[config.mk]
export PLATFORM = sky130hd
export DESIGN_NAME = pseudo_ana_stk_n
export DESIGN_NICKNAME = d
export VERILOG_FILES = /design/src/rtl/pseudo_ana_stk_n.sv
export SDC_FILE = /design/constraint.sdc
export NUM_CORES = 1
export LEC_CHECK = 0
export ABC_AREA = 1
export ABC_CLOCK_PERIOD_IN_PS = 6500
export BUFFER_PORTS_ARGS = -buffer_cell sky130_fd_sc_hd__buf_2
export CORE_ASPECT_RATIO = 1.1
export CORE_MARGIN = 10
export CORE_UTILIZATION = 45
export DETAILED_ROUTE_END_ITERATION = 10
export PLACE_DENSITY = 0.66
export SLEW_MARGIN = 20
export SYNTH_ARGS = -nofsm -noshare
export SYNTH_HDL_FRONTEND = slang
export SYNTH_SLANG_ARGS = --single-unit
[constraint.sdc]
create_clock -name CLK -period 6.5 [get_ports CLK]
set_clock_uncertainty 0.05 [all_clocks]
set_input_delay 0.975 -clock CLK [delete_from_list [all_inputs] [get_ports CLK]]
set_output_delay 0.975 -clock CLK [all_outputs]
set_load 0.02 [all_outputs]
[src/rtl/pseudo_ana_stk_n.sv]
// Digital-to-pseudo-analog stick: NAXIS direction pairs become W-bit axis values,
// stepped once per VTICK rising edge by a serial per-axis FSM and published together.
module pseudo_ana_stk_n #(
  parameter int NAXIS        = 2,
  parameter int W            = 8,
  parameter int DELT_MIN     = 4,
  parameter int DELT_MAX     = 15,
  parameter int ACCEL_FRAMES = 4,
  parameter int LIM          = 120,
  parameter int RET          = 15
) (
  input  logic               CLK,
  input  logic               RESET_N,
  input  logic               VTICK,
  input  logic               ENABLE,
  input  logic [NAXIS-1:0]   INC,
  input  logic [NAXIS-1:0]   DEC,
  output logic [NAXIS*W-1:0] AXIS,
  output logic               VALID
);

  localparam int PW     = W + 2;
  localparam int IW     = (NAXIS > 1) ? $clog2(NAXIS) : 1;
  localparam int CW     = $clog2(ACCEL_FRAMES + 1);
  localparam int CENTRE = 2**(W-1) - 1;

  localparam logic signed [PW-1:0] LIM_P  = PW'(LIM);
  localparam logic signed [PW-1:0] RET_P  = PW'(RET);
  localparam logic signed [PW-1:0] DMIN_P = PW'(DELT_MIN);
  localparam logic signed [PW-1:0] DMAX_P = PW'(DELT_MAX);
  localparam logic [1:0] DIR_NONE = 2'b00;

  typedef enum logic [1:0] {S_IDLE, S_UPD, S_PUB} state_t;

  state_t                 state_q, state_d;
  logic                   vtick_q;
  logic [IW-1:0]          idx_q, idx_d;
  logic [NAXIS-1:0]       inc_q, inc_d, dec_q, dec_d;
  logic signed [PW-1:0]   pos_q  [NAXIS];
  logic signed [PW-1:0]   pos_d  [NAXIS];
  logic signed [PW-1:0]   step_q [NAXIS];
  logic signed [PW-1:0]   step_d [NAXIS];
  logic [CW-1:0]          cnt_q  [NAXIS];
  logic [CW-1:0]          cnt_d  [NAXIS];
  logic [1:0]             dir_q  [NAXIS];
  logic [1:0]             dir_d  [NAXIS];
  logic [NAXIS*W-1:0]     axis_q, axis_d;
  logic                   valid_q, valid_d;

  logic                   tick_edge;
  logic                   plus_v, minus_v;
  logic [1:0]             dir_v;
  logic signed [PW-1:0]   p_v, s_v;
  logic [CW-1:0]          c_v;

  assign tick_edge = VTICK & ~vtick_q;
  assign AXIS      = axis_q;
  assign VALID     = valid_q;

  always_ff @(posedge CLK or negedge RESET_N) begin
    if (!RESET_N) begin
      state_q <= S_IDLE;
      vtick_q <= 1'b0;
      idx_q   <= '0;
      inc_q   <= '0;
      dec_q   <= '0;
      axis_q  <= {NAXIS{W'(CENTRE)}};
      valid_q <= 1'b0;
      for (int i = 0; i < NAXIS; i++) begin
        pos_q[i]  <= '0;
        step_q[i] <= DMIN_P;
        cnt_q[i]  <= '0;
        dir_q[i]  <= DIR_NONE;
      end
    end else begin
      state_q <= state_d;
      vtick_q <= VTICK;
      idx_q   <= idx_d;
      inc_q   <= inc_d;
      dec_q   <= dec_d;
      axis_q  <= axis_d;
      valid_q <= valid_d;
      pos_q   <= pos_d;
      step_q  <= step_d;
      cnt_q   <= cnt_d;
      dir_q   <= dir_d;
    end
  end

  always_comb begin
    state_d = state_q;
    idx_d   = idx_q;
    inc_d   = inc_q;
    dec_d   = dec_q;
    axis_d  = axis_q;
    valid_d = 1'b0;
    pos_d   = pos_q;
    step_d  = step_q;
    cnt_d   = cnt_q;
    dir_d   = dir_q;
    plus_v  = inc_q[idx_q] & ~dec_q[idx_q];
    minus_v = dec_q[idx_q] & ~inc_q[idx_q];
    dir_v   = {minus_v, plus_v};
    p_v     = pos_q[idx_q];
    s_v     = step_q[idx_q];
    c_v     = cnt_q[idx_q];

    unique case (state_q)
      S_IDLE: begin
        if (tick_edge && ENABLE) begin
          inc_d   = INC;
          dec_d   = DEC;
          idx_d   = '0;
          state_d = S_UPD;
        end
      end
      S_UPD: begin
        if (plus_v || minus_v) begin
          // A fresh direction (including coming out of release) restarts acceleration.
          if (dir_v != dir_q[idx_q]) begin
            s_v = DMIN_P;
            c_v = '0;
          end
          p_v = plus_v ? (p_v + s_v) : (p_v - s_v);
          c_v = c_v + CW'(1);
          if (c_v == CW'(ACCEL_FRAMES)) begin
            c_v = '0;
            if (s_v < DMAX_P) s_v = s_v + PW'(1);
          end
        end else begin
          if (p_v > RET_P)       p_v = p_v - RET_P;
          else if (p_v < -RET_P) p_v = p_v + RET_P;
          else                   p_v = '0;
          s_v = DMIN_P;
          c_v = '0;
        end
        if (p_v > LIM_P)       p_v = LIM_P;
        else if (p_v < -LIM_P) p_v = -LIM_P;
        pos_d[idx_q]  = p_v;
        step_d[idx_q] = s_v;
        cnt_d[idx_q]  = c_v;
        dir_d[idx_q]  = dir_v;
        if (idx_q == IW'(NAXIS - 1)) state_d = S_PUB;
        else                         idx_d   = idx_q + IW'(1);
      end
      S_PUB: begin
        for (int i = 0; i < NAXIS; i++)
          axis_d[i*W +: W] = pos_q[i][W-1:0] + W'(CENTRE);
        valid_d = 1'b1;
        state_d = S_IDLE;
      end
      default: state_d = S_IDLE;
    endcase
  end

endmodule

; Word-level counts from Yosys, hierarchy flattened
; Cells that the tools add are included.
[op_classes]
n_reduce_logical = 8
addsub = 9
bitwise = 7
n_lt_le_gt_ge = 8
eq_ne = 6
muxes = 54
[op_table]
columns = cell, n
row1 = $mux W10, 22
row2 = $bwmux W20, 2
row3 = $mux W3, 10
row4 = $lt A10 B5 Y1 const B, 2
row5 = $add A8 B7 Y8 const B, 2
row6 = $mux W2, 6
row7 = $add A10 B10 Y10, 1
row8 = $add A10 B2 Y10 const B, 1
row9 = $add A10 B5 Y10 const B, 1
row10 = $demux W10 S1, 1
row11 = $gt A10 B5 Y1 const B, 1
row12 = $gt A10 B8 Y1 const B, 1
row13 = $lt A10 B8 Y1 const B, 1
row14 = $sub A10 B10 Y10, 1
row15 = $sub A10 B5 Y10 const B, 1
row16 = $mux W1, 7
row17 = $bwmux W6, 1
row18 = $reduce_and A2 Y1, 3
row19 = $bwmux W4, 1
row20 = $ne A2 B2 Y1 const B, 2
row21 = $pmux W2 S2, 1
row22 = $add A3 B1 Y3 const B, 1
row23 = $and A1 B1 Y1, 3
row24 = $demux W3 S1, 1
row25 = 16 further kinds, 19
[totals]
reg_bits = 75
out_inout_bits = 17
word_cells = 107

; Logic depth before layout (Yosys ltp)
; Gate-level depths: netlist of run 1.
[depth]
ltp_word = 17
ltp_mapped = 37
mapped_depth_nobuf = 35

; Worst setup path before layout of run 1
; Ideal clock, no wire load.
[synth_path]
path_kind = reg-to-reg
from = reg idx_q
to = reg pos_q[3] in the netlist's numbering
stages_incl_launch_ff = 36
slack_ns = 1.902
period_less_slack_ns = 4.598
t_arrival_ns = 4.431
setup_ns = 0.117
path_cell_list = dfrtp_1 -> inv_2 -> buf_6 -> buf_4 -> or2_2 -> o21ai_0 -> inv_1 -> ha_1 -> buf_2 -> inv_2 -> nand3_1 -> nand2_1 -> nand2_2 -> nor2_1 -> inv_1 -> ha_1 -> inv_1 -> nor3_1 -> or2_2 -> xor2_1 -> ha_1 -> inv_1 -> o21ai_0 -> a21oi_1 -> nand2_1 -> nand3_1 -> nand3_1 -> nand2_1 -> nand2_1 -> nand2_1 -> nand2_1 -> o21bai_2 -> nand2_4 -> nand3_1 -> nand2_1 -> nand2_1
[synth_between]
elab_chain_len = 17
elab_cells_between_ends = 45
[synth_lines]
columns = item, line_no
row1 = start: declaration, 37  ; logic [IW-1:0] idx_q, idx_d;
row2 = start signal: assignment, 78  ; idx_q <= idx_d;
row3 = $mux W1 (implied by the code) (2 in series), 101  ; plus_v = inc_q[idx_q] & ~dec_q[idx_q];
row4 = $not A1 Y1, 101
row5 = $and A1 B1 Y1 (*), 101
row6 = net plus_v, 51  ; logic plus_v, minus_v;
row7 = $ne A2 B2 Y1, 120  ; if (dir_v != dir_q[idx_q]) begin
row8 = $mux W10, 120
row9 = $mux W10, 118  ; if (plus_v || minus_v) begin
row10 = $mux W10, 108  ; unique case (state_q)
row11 = $sub A10 B10 Y10 or $add A10 B10 Y10 (tied branches), 124  ; p_v = plus_v ? (p_v + s_v) : (p_v - s_v);
row12 = $mux W10, 124
row13 = $mux W10 (*), 118
row14 = $mux W10 (*), 108
row15 = $lt A10 B8 Y1, 138  ; else if (p_v < -LIM_P) p_v = -LIM_P;
row16 = $mux W10, 138
row17 = $mux W10 (*), 137  ; if (p_v > LIM_P) p_v = LIM_P;
row18 = $mux W10 (*), 108
row19 = $bwmux W20 (*), 139  ; pos_d[idx_q] = p_v;
row20 = end signal: assignment, 83  ; pos_q <= pos_d;
row21 = end: declaration, 39  ; logic signed [PW-1:0] pos_q [NAXIS];
; Mark *: on every way through the listed nets, which the timed path passes. The rest lies on a longest branch. The select of a mux whose other input is x is not followed.
; A chain may end at the register's enable or synchronous reset.

; Worst setup path after layout of run 1
; Ends and elaborated chain as after synthesis.

==> results of run 1 <==
## layout make-up
cell class	count	area, sq um
Tap cell	154	193
Inverter	101	379
Clock inverter	5	66.3
Clock buffer	11	254
Fill cell	1166	5990
Sequential cell	75	1900
Multi-Input combinational cell	583	3000
Timing Repair Buffer	27	145
## synth_stat cells (4+ instances only)
master    number
clkbuf_1      12
nand2_4        4
nor2_2         6
nand4_1       16
nand2_2       17
xor2_1        13
nand2_1      270
o21ai_2        6
ha_1          21
nand3_2        6
o21ai_1       15
nor2_1        44
dfrtp_1       59
buf_2          5
buf_6          6
a21oi_1       11
inv_2          7
or2_2          6
o21ai_0       47
dfstp_2       16
inv_1         94
nor3_1         9
a31oi_1        7
nand3_1       59
xnor2_1        6
## registers in the layout, indices dropped and copies added, names as in the netlist
name     flops
VALID        1
cnt_q        6
dir_q        4
step_q      20
AXIS        16
state_q      2
pos_q       20
inc_q        2
dec_q        2
idx_q        1
vtick_q      1
## worst max-delay path by stage
stage / from / end / slack, ns / cells after the start
final: idx_q / pos_q[3] / 1.01 / 32
after global routing: idx_q / pos_q[15] / 0.46 / 34
after CTS: idx_q / pos_q[13] / 1.01 / 32
after detailed placement: idx_q / pos_q[13] / 1.05 / 32
after global placement: idx_q / pos_q[3] / 1.20 / 32
after floorplan: idx_q / pos_q[3] / 1.90 / 35
## worst max-delay path, delay by kind of cell (launching register included)
family | cells | cell delay [ns]
xor gates and xnor gates | 1 | 0.21
adders and majority gates | 3 | 0.80
and+or+nand+nor | 18 | 2.28
AOI/OAI and AO/OA | 4 | 0.68
buffers and inverters | 6 | 0.80
DFF | 1 | 0.55
## layer usage
metal | global-route usage, % | routed length, um
met1 | 20.0 | 6180
met2 | 30.5 | 7250
met3 | 2.55 | 525
met4 | 6.59 | 391
met5 | 0 | 0
## metrics by stage
stage	area, sq um	setup WS (ns)	utilization (%)	hold WS (ns)
floorplan	5440	1.90	-	0.391
global placement	5610	1.20	47.1	0.405
detailed placement	5610	1.05	47.1	0.415
CTS	5930	1.01	49.7	0.427
global route	5930	0.464	49.7	0.441
finish	5930	1.01	49.7	0.425
## cells by family (layout without fill, tap and decap cells)
kind of cell / after synthesis / after routing / synth area share (%)
and+or+nand+nor: 445 / 445 / 36.4
buffers and inverters: 126 / 144 / 10.0
AOI/OAI and AO/OA: 96 / 96 / 10.3
DFF: 75 / 75 / 34.9
adders and majority gates: 22 / 22 / 5.20
xor gates and xnor gates: 19 / 19 / 3.06
muxes: 1 / 1 / 0.184
==> flow_summary.toml, run 1 <==
[worst_hold_path]
min_path_cells = 2
hold_path.class = "reg2reg"
hold_end = "AXIS[12]"
worstHoldStart = "AXIS[12]"

[floorplan]
die_y_um = 135
start_util_pct = 45.6
io_pins = 25
dieArea_sq_um = 16900
die_w_um = 125
rows = 42
core_area_sq_um = 11900

[clock_tree]
h-tree-depth = 3
cts_setup_buffers = 0
cts_resized = 0
worstSkewPairLatency_ns = 0.34
hold_buffers = 0
cts_root_buf = "clkbuf_16"
cts_tree = "built"
numClockSinks = 75
clk_pin_slew_ns = 0.07
numCtsBuffers = 9
clockBufferDepth = 2

[route]
drtIter0Drc = 443
wl_um = 14300
wire_per_inst_um = 15.0
routed_via_density = 5.21
routed-via-count = 4981
drt_pre_antenna_iters = 5
drc = 0
final_antenna_net_count = 0

[global_route]
grt_max_degree = 76
grt_usage_pct = 17.0
grt_pass1_vias = 4797
grt_overflow = 0
antenna_found_initial = 0
grt_pass1_wl_um = 23900

[timing]
worst_slew_pin_slew_ns = 0.950
drv_slew = 0
hold_viol = 0
min_period_ns = 5.49
fin_crit_sh_pct = 84.5
grt_setup_unrepaired = "false"
relSlewSlack_pct = 36.6
setup_viol = 0
fmax_mhz = 182
tns_ns = 0

[setup_path]
r2r_slack_ns = 1.01
required_ns = 6.67
ff2ff_path_depth = 32
critical-path-max-stage-delay_ns = 0.55
crit_arrival_ns = 5.66
start_kind = "register"
criticalPathCategory = "reg2reg"
r2r_end = "pos_q[3]"
slowest_stage = "dfrtp_1"
reg2reg_from = "idx_q"
crit_fanout = 25
end_kind = "register"
crit_path_frequent_cell = "nand2_1"

[run_status]
outcome = "finished, final reports clean"

[finish]
final_common_cell = "nand2_1"
layout.cells.most_common_list = "nand2_1 (270), inv_1 (94), dfrtp_1 (59), nand3_1 (59), o21ai_0 (47)"
n_antenna_cell = 0
drive_gt1_share_pct = 14.7
final_nets = 827
layoutNonFillerInstCount = 956
areaGrowthSynthToFinish_pct = 9.06

[run]
cap_viol_max_count = 0

[placed_design]
dp_hpwl_um = 10800
portBuffers = 24
gp_congestion = 0.933
place_inst = 940

[synthesis]
synth_cells = 784
syn_avg_cell_area_sq_um = 6.94
ys_async_sr_fraction_pct = 100
yosys.cell_types.count = 42
synth_edf_count = 0
synth_warnings = 0
synth_top_area_cell = "dfrtp_1"
synthesis.nets = 814
synth_ff_type = "dfrtp_1"
synth_area_sq_um = 5440
ys_ff_latch = 75
yosysSeqAreaShare_pct = 34.9
synth_area_leaders = "dfrtp_1 (27%), nand2_1 (19%), dfstp_2 (7.7%)"
netlist.area_leader.share_pct = 27.1
Power of run 1 is left out: the tool's default activity adds up to more than one toggle a clock period on the data nets, which glitch-free logic cannot reach.
==> run 2: changes to the inputs <==
--- a/config.mk
+++ b/config.mk
@@ -6,13 +6,13 @@
 export NUM_CORES = 1
 export LEC_CHECK = 0
 export ABC_AREA = 1
-export ABC_CLOCK_PERIOD_IN_PS = 6500
+export ABC_CLOCK_PERIOD_IN_PS = 4500
 export BUFFER_PORTS_ARGS = -buffer_cell sky130_fd_sc_hd__buf_2
 export CORE_ASPECT_RATIO = 1.1
 export CORE_MARGIN = 10
 export CORE_UTILIZATION = 45
 export DETAILED_ROUTE_END_ITERATION = 10
-export PLACE_DENSITY = 0.66
+export PLACE_DENSITY = 0.69
 export SLEW_MARGIN = 20
 export SYNTH_ARGS = -nofsm -noshare
 export SYNTH_HDL_FRONTEND = slang
==> constraint.sdc (replaced) <==
create_clock -name CLK -period 4.5 [get_ports CLK]
set_clock_uncertainty 0.05 [all_clocks]
set_input_delay 0.675 -clock CLK [delete_from_list [all_inputs] [get_ports CLK]]
set_output_delay 0.675 -clock CLK [all_outputs]
set_load 0.02 [all_outputs]
==> run 2 against run 1 <==
Worst setup slack got worse by 0.75 ns; non-clock buffer count is 19 higher; sequential share of layout area down 1.7 points; flip-flop and latch count stayed put; via count rose by 1.1%; register-to-register slack got worse by 0.75 ns; critical path depth rose by 1; global-route usage is 1.1 points lower; cell area is 5.9% higher; die area stayed put; core utilization is 2.9 points higher.
==> flow_summary.toml, run 2 (same netlist as run 1, synthesis figures left out) <==
[timing]
fmax_mhz = 235
fin_crit_sh_pct = 94.4
worst_slew_pin_slew_ns = 0.996
final.setup.worst_slack_ns = 0.253
min_period_ns = 4.25
fin_hold_ws_ns = 0.402
drv_slew = 0
relSlewSlack_pct = 33.5
hold_viol = 0
setup_viol = 0

[clock_tree]
hold_buffers = 0
cts_tree = "built"
h-tree-depth = 3
cts_root_buf = "clkbuf_16"
numCtsBuffers = 9
numClockSinks = 75
clk_pin_slew_ns = 0.06
worstSkewPairLatency_ns = 0.34
clockBufferDepth = 2

[route]
drc = 0
routed-via-count = 5037
routed_via_density = 5.17
final_antenna_net_count = 0
drtIter0Drc = 361
wl_um = 13600
wire_per_inst_um = 14.0
drt_pre_antenna_iters = 5

[global_route]
grt_pass1_wl_um = 22500
grt_usage_pct = 15.9
grt_overflow = 0
grt_max_degree = 76
grt_pass1_vias = 4811
antenna_found_initial = 0

[finish]
final_nets = 846
layout.cells.most_common_list = "nand2_1 (262), inv_1 (88), dfrtp_1 (58)"
n_antenna_cell = 0
drive_gt1_share_pct = 20.8
fin_util_pct = 52.7
areaGrowthSynthToFinish_pct = 15.5
final_common_cell = "nand2_1"
final_design_area_no_fill_sq_um = 6280

[setup_path]
reg2reg_from = "idx_q"
required_ns = 4.68
crit_fanout = 8
start_kind = "register"
crit_path_start = "idx_q"
ff2ff_path_depth = 33
critical-path-max-stage-delay_ns = 0.45
crit_path_frequent_cell = "nand2_1"
crit_arrival_ns = 4.43
slowest_stage = "dfrtp_2"
criticalPathCategory = "reg2reg"
end_kind = "register"

[floorplan]
dieArea_sq_um = 16900
rows = 42
die_y_um = 135
core_area_sq_um = 11900
start_util_pct = 45.6
io_pins = 25
die_w_um = 125

[placed_design]
place_worst_setup_slack_ns = -0.0462
gp_congestion = 0.926
dpl_cell_area_sq_um = 5720
portBuffers = 24
dp_hpwl_um = 9830

[worst_hold_path]
hold_path.class = "in2reg"
worstHoldStart = "VTICK"
min_path_cells = 1

[run_status]
outcome = "finished, final reports clean"

[run]
cap_viol_max_count = 0
run 2: changes by cell type in the layout (fill, tap and decap cells not counted), moves of 5 or more:
cell,change
buf_4,+17
inv_1,-6
inv_2,+5
nand2_1,-8
o21ai_0,-7
run 2: routing by layer:
layer,part of all wire [%],vias up,global-route usage (%)
li1,-,2557,-
met5,0,-,0
met3,4.0,32,3.05
met2,48,114,26.4
met1,45,2334,19.2
met4,3.0,0,8.39
run 2: critical path: cells and delay by family, from the launching register on:
family / cells / cell delay (ns)
AOI/OAI and AO/OA: 3 / 0.47
adders and majority gates: 3 / 0.66
DFF: 1 / 0.45
xor gates and xnor gates: 1 / 0.15
buffers and inverters: 8 / 0.62
and+or+nand+nor: 18 / 1.73
run 2: cell type report:
class,count,area [sq um]
multi-input combinational,583,3200
tap,154,193
timing repair buffer,46,304
sequential,75,1900
fill,1160,5650
clock inverter,6,51.3
clock buffer,10,250
inverter,101,382
run 2: repair_timing:
action | CTS | global route
hold endpoints to repair | 0 | 0
cloned | 0 | 0
setup buffers | 0 | 8
pin swaps | 0 | 19
resized for setup | 3 | 53
setup endpoints to repair | 9 | 20
run 2: worst paths after layout:
kind	slack, ns	to
min in group asynchronous	0.42	VALID
worst max-delay path	0.25	pos_q[10]
worst max register to register	0.25	pos_q[10]
worst min-delay path	0.40	vtick_q
worst min register to register	0.42	AXIS[13]
max in group asynchronous	3.33	idx_q
run 2: stage by stage:
stage,TNS [ns],instances
6_report,0,975
2_1_floorplan,0,784
4_1_cts,0,967
3_3_place_gp,0,951
5_1_grt,-0.0635,975
3_5_place_dp,-0.224,951
Power of run 2 is left out for the same reason.
==> run 3: changes to the inputs <==
--- a/config.mk
+++ b/config.mk
@@ -7,12 +7,12 @@
 export LEC_CHECK = 0
 export ABC_AREA = 1
 export ABC_CLOCK_PERIOD_IN_PS = 4500
-export BUFFER_PORTS_ARGS = -buffer_cell sky130_fd_sc_hd__buf_2
 export CORE_ASPECT_RATIO = 1.1
 export CORE_MARGIN = 10
 export CORE_UTILIZATION = 45
 export DETAILED_ROUTE_END_ITERATION = 10
-export PLACE_DENSITY = 0.69
+export DONT_BUFFER_PORTS = 1
+export PLACE_DENSITY = 0.67
 export SLEW_MARGIN = 20
 export SYNTH_ARGS = -nofsm -noshare
 export SYNTH_HDL_FRONTEND = slang
==> run 3 against run 2 <==
Via count fell by 1.1%; fmax fell by 1.4%; cell area fell by 3.3%; worst setup slack got worse by 0.060 ns; die area did not move; wire length rose by 7.4%; register-to-register slack got worse by 0.06 ns; non-clock buffer count fell by 28; critical path type unchanged; critical endpoint unchanged.
==> flow_summary.toml, run 3 (same netlist as run 1, synthesis figures left out) <==
[clock_tree]
cts_tree = "built"
clk_pin_slew_ns = 0.06
cts_root_buf = "clkbuf_16"
h-tree-depth = 3
worstSkewPairLatency_ns = 0.34
numClockSinks = 75
clockBufferDepth = 2
numCtsBuffers = 9

[floorplan]
core_area_sq_um = 11900
io_pins = 25
dieArea_sq_um = 16900
die_y_um = 135
start_util_pct = 45.6
die_w_um = 125
rows = 42

[timing]
min_period_ns = 4.31
final.setup.worst_slack_ns = 0.193
relSlewSlack_pct = 33.5
drv_slew = 0
fin_crit_sh_pct = 95.7
fmax_mhz = 232
worst_slew_pin_slew_ns = 0.997
hold_viol = 0
setup_viol = 0

[finish]
nFillCells = 1120
final_common_cell = "nand2_1"
final_nets = 820
n_antenna_cell = 0
drive_gt1_share_pct = 17.4
fin_util_pct = 50.9
layout.cells.most_common_list = "nand2_1 (263), inv_1 (89), dfrtp_1 (59)"
areaGrowthSynthToFinish_pct = 11.6

[global_route]
grt_overflow = 0
grt_max_degree = 60
grt_pass1_wl_um = 23800
grt_usage_pct = 17.2
antenna_found_initial = 0
grt_pass1_vias = 4729

[setup_path]
critical-path-max-stage-delay_ns = 0.36
end_kind = "register"
criticalPathCategory = "reg2reg"
ff2ff_path_depth = 30
crit_arrival_ns = 4.49
crit_path_frequent_cell = "inv_2"
crit_fanout = 5
r2r_slack_ns = 0.19
reg2reg_from = "idx_q"
required_ns = 4.68
start_kind = "register"
slowest_stage = "dfrtp_1"
r2r_end = "pos_q[10]"

[run_status]
outcome = "finished, final reports clean"

[placed_design]
portBuffers = 0
gp_congestion = 0.931
dp_hpwl_um = 10500
place_worst_setup_slack_ns = -0.0338

[route]
drt_pre_antenna_iters = 7
drtIter0Drc = 309
wl_um = 14600
wire_per_inst_um = 15.4
routed-via-count = 4981
drc = 0
final_antenna_net_count = 0
routed_via_density = 5.25

[worst_hold_path]
hold_path.class = "in2async"

[run]
cap_viol_max_count = 0
==> run 3: cell count changes in the layout (fill, tap and decap cells not counted), sizes merged <==
cell and change:
inv -3, clkinvlp +1, buf -28, nand2 +2, bufinv +1, clkinv +1
==> run 3: worst max path at each step <==
stage | slack (ns) | cells after the start | to | from
floorplan | 0.01 | 35 | pos_q[3] | idx_q
global placement | 0.08 | 31 | pos_q[3] | inc_q[1]
detailed placement | -0.03 | 32 | pos_q[13] | idx_q
CTS | 0.02 | 33 | pos_q[13] | idx_q
global route | -0.1 | 30 | pos_q[12] | idx_q
finish | 0.19 | 30 | pos_q[10] | idx_q
==> run 3: worst max-delay path: cells and delay by family, from the launching register on <==
kind            cells  cell delay [ns]
buf+inv             7             0.46
simple gates       15             1.88
compound gates      4             0.59
fa+ha+maj           3             0.71
xor+xnor            1             0.16
flops               1             0.36
==> run 3: metal layers <==
metal	global-route usage [%]	part of all wire [%]	up-vias
met1	19.0	42	2340
met4	6.21	2.5	0
met2	31.9	52	114
li1	-	-	2498
met3	3.37	3.9	29
met5	0	0	-
==> run 3: cell type report <==
class	count	area, sq um	share of cell area [%]
tap	154	193	3.17
timing repair buffer	18	155	2.56
multi-input combinational	585	3150	51.9
sequential	75	1900	31.2
inverter	101	379	6.24
clock inverter	6	65.1	1.07
clock buffer	10	229	3.77
==> run 3: metrics by stage <==
stage | std cells | area, sq um | hold WS (ns) | setup TNS (ns)
after global routing | 949 | 6070 | 0.104 | -1.06
final | 949 | 6070 | 0.119 | 0
after global placement | 926 | 5590 | 0.332 | 0
after floorplan | 784 | 5460 | 0.329 | 0
after CTS | 943 | 5910 | 0.111 | 0
after detailed placement | 926 | 5590 | 0.332 | -0.0536
==> run 3: what timing repair did <==
| item | in CTS | in global routing |
|---|---|---|
| endpoints found under the hold margin | 59 | 0 |
| hold buffers | 1 | 0 |
| pin swaps | 0 | 14 |
| endpoints found under the setup margin | 8 | 20 |
| cloned | 0 | 2 |
| gates resized for setup | 1 | 34 |
| buffers inserted | 0 | 4 |
Power of run 3 is left out for the same reason.
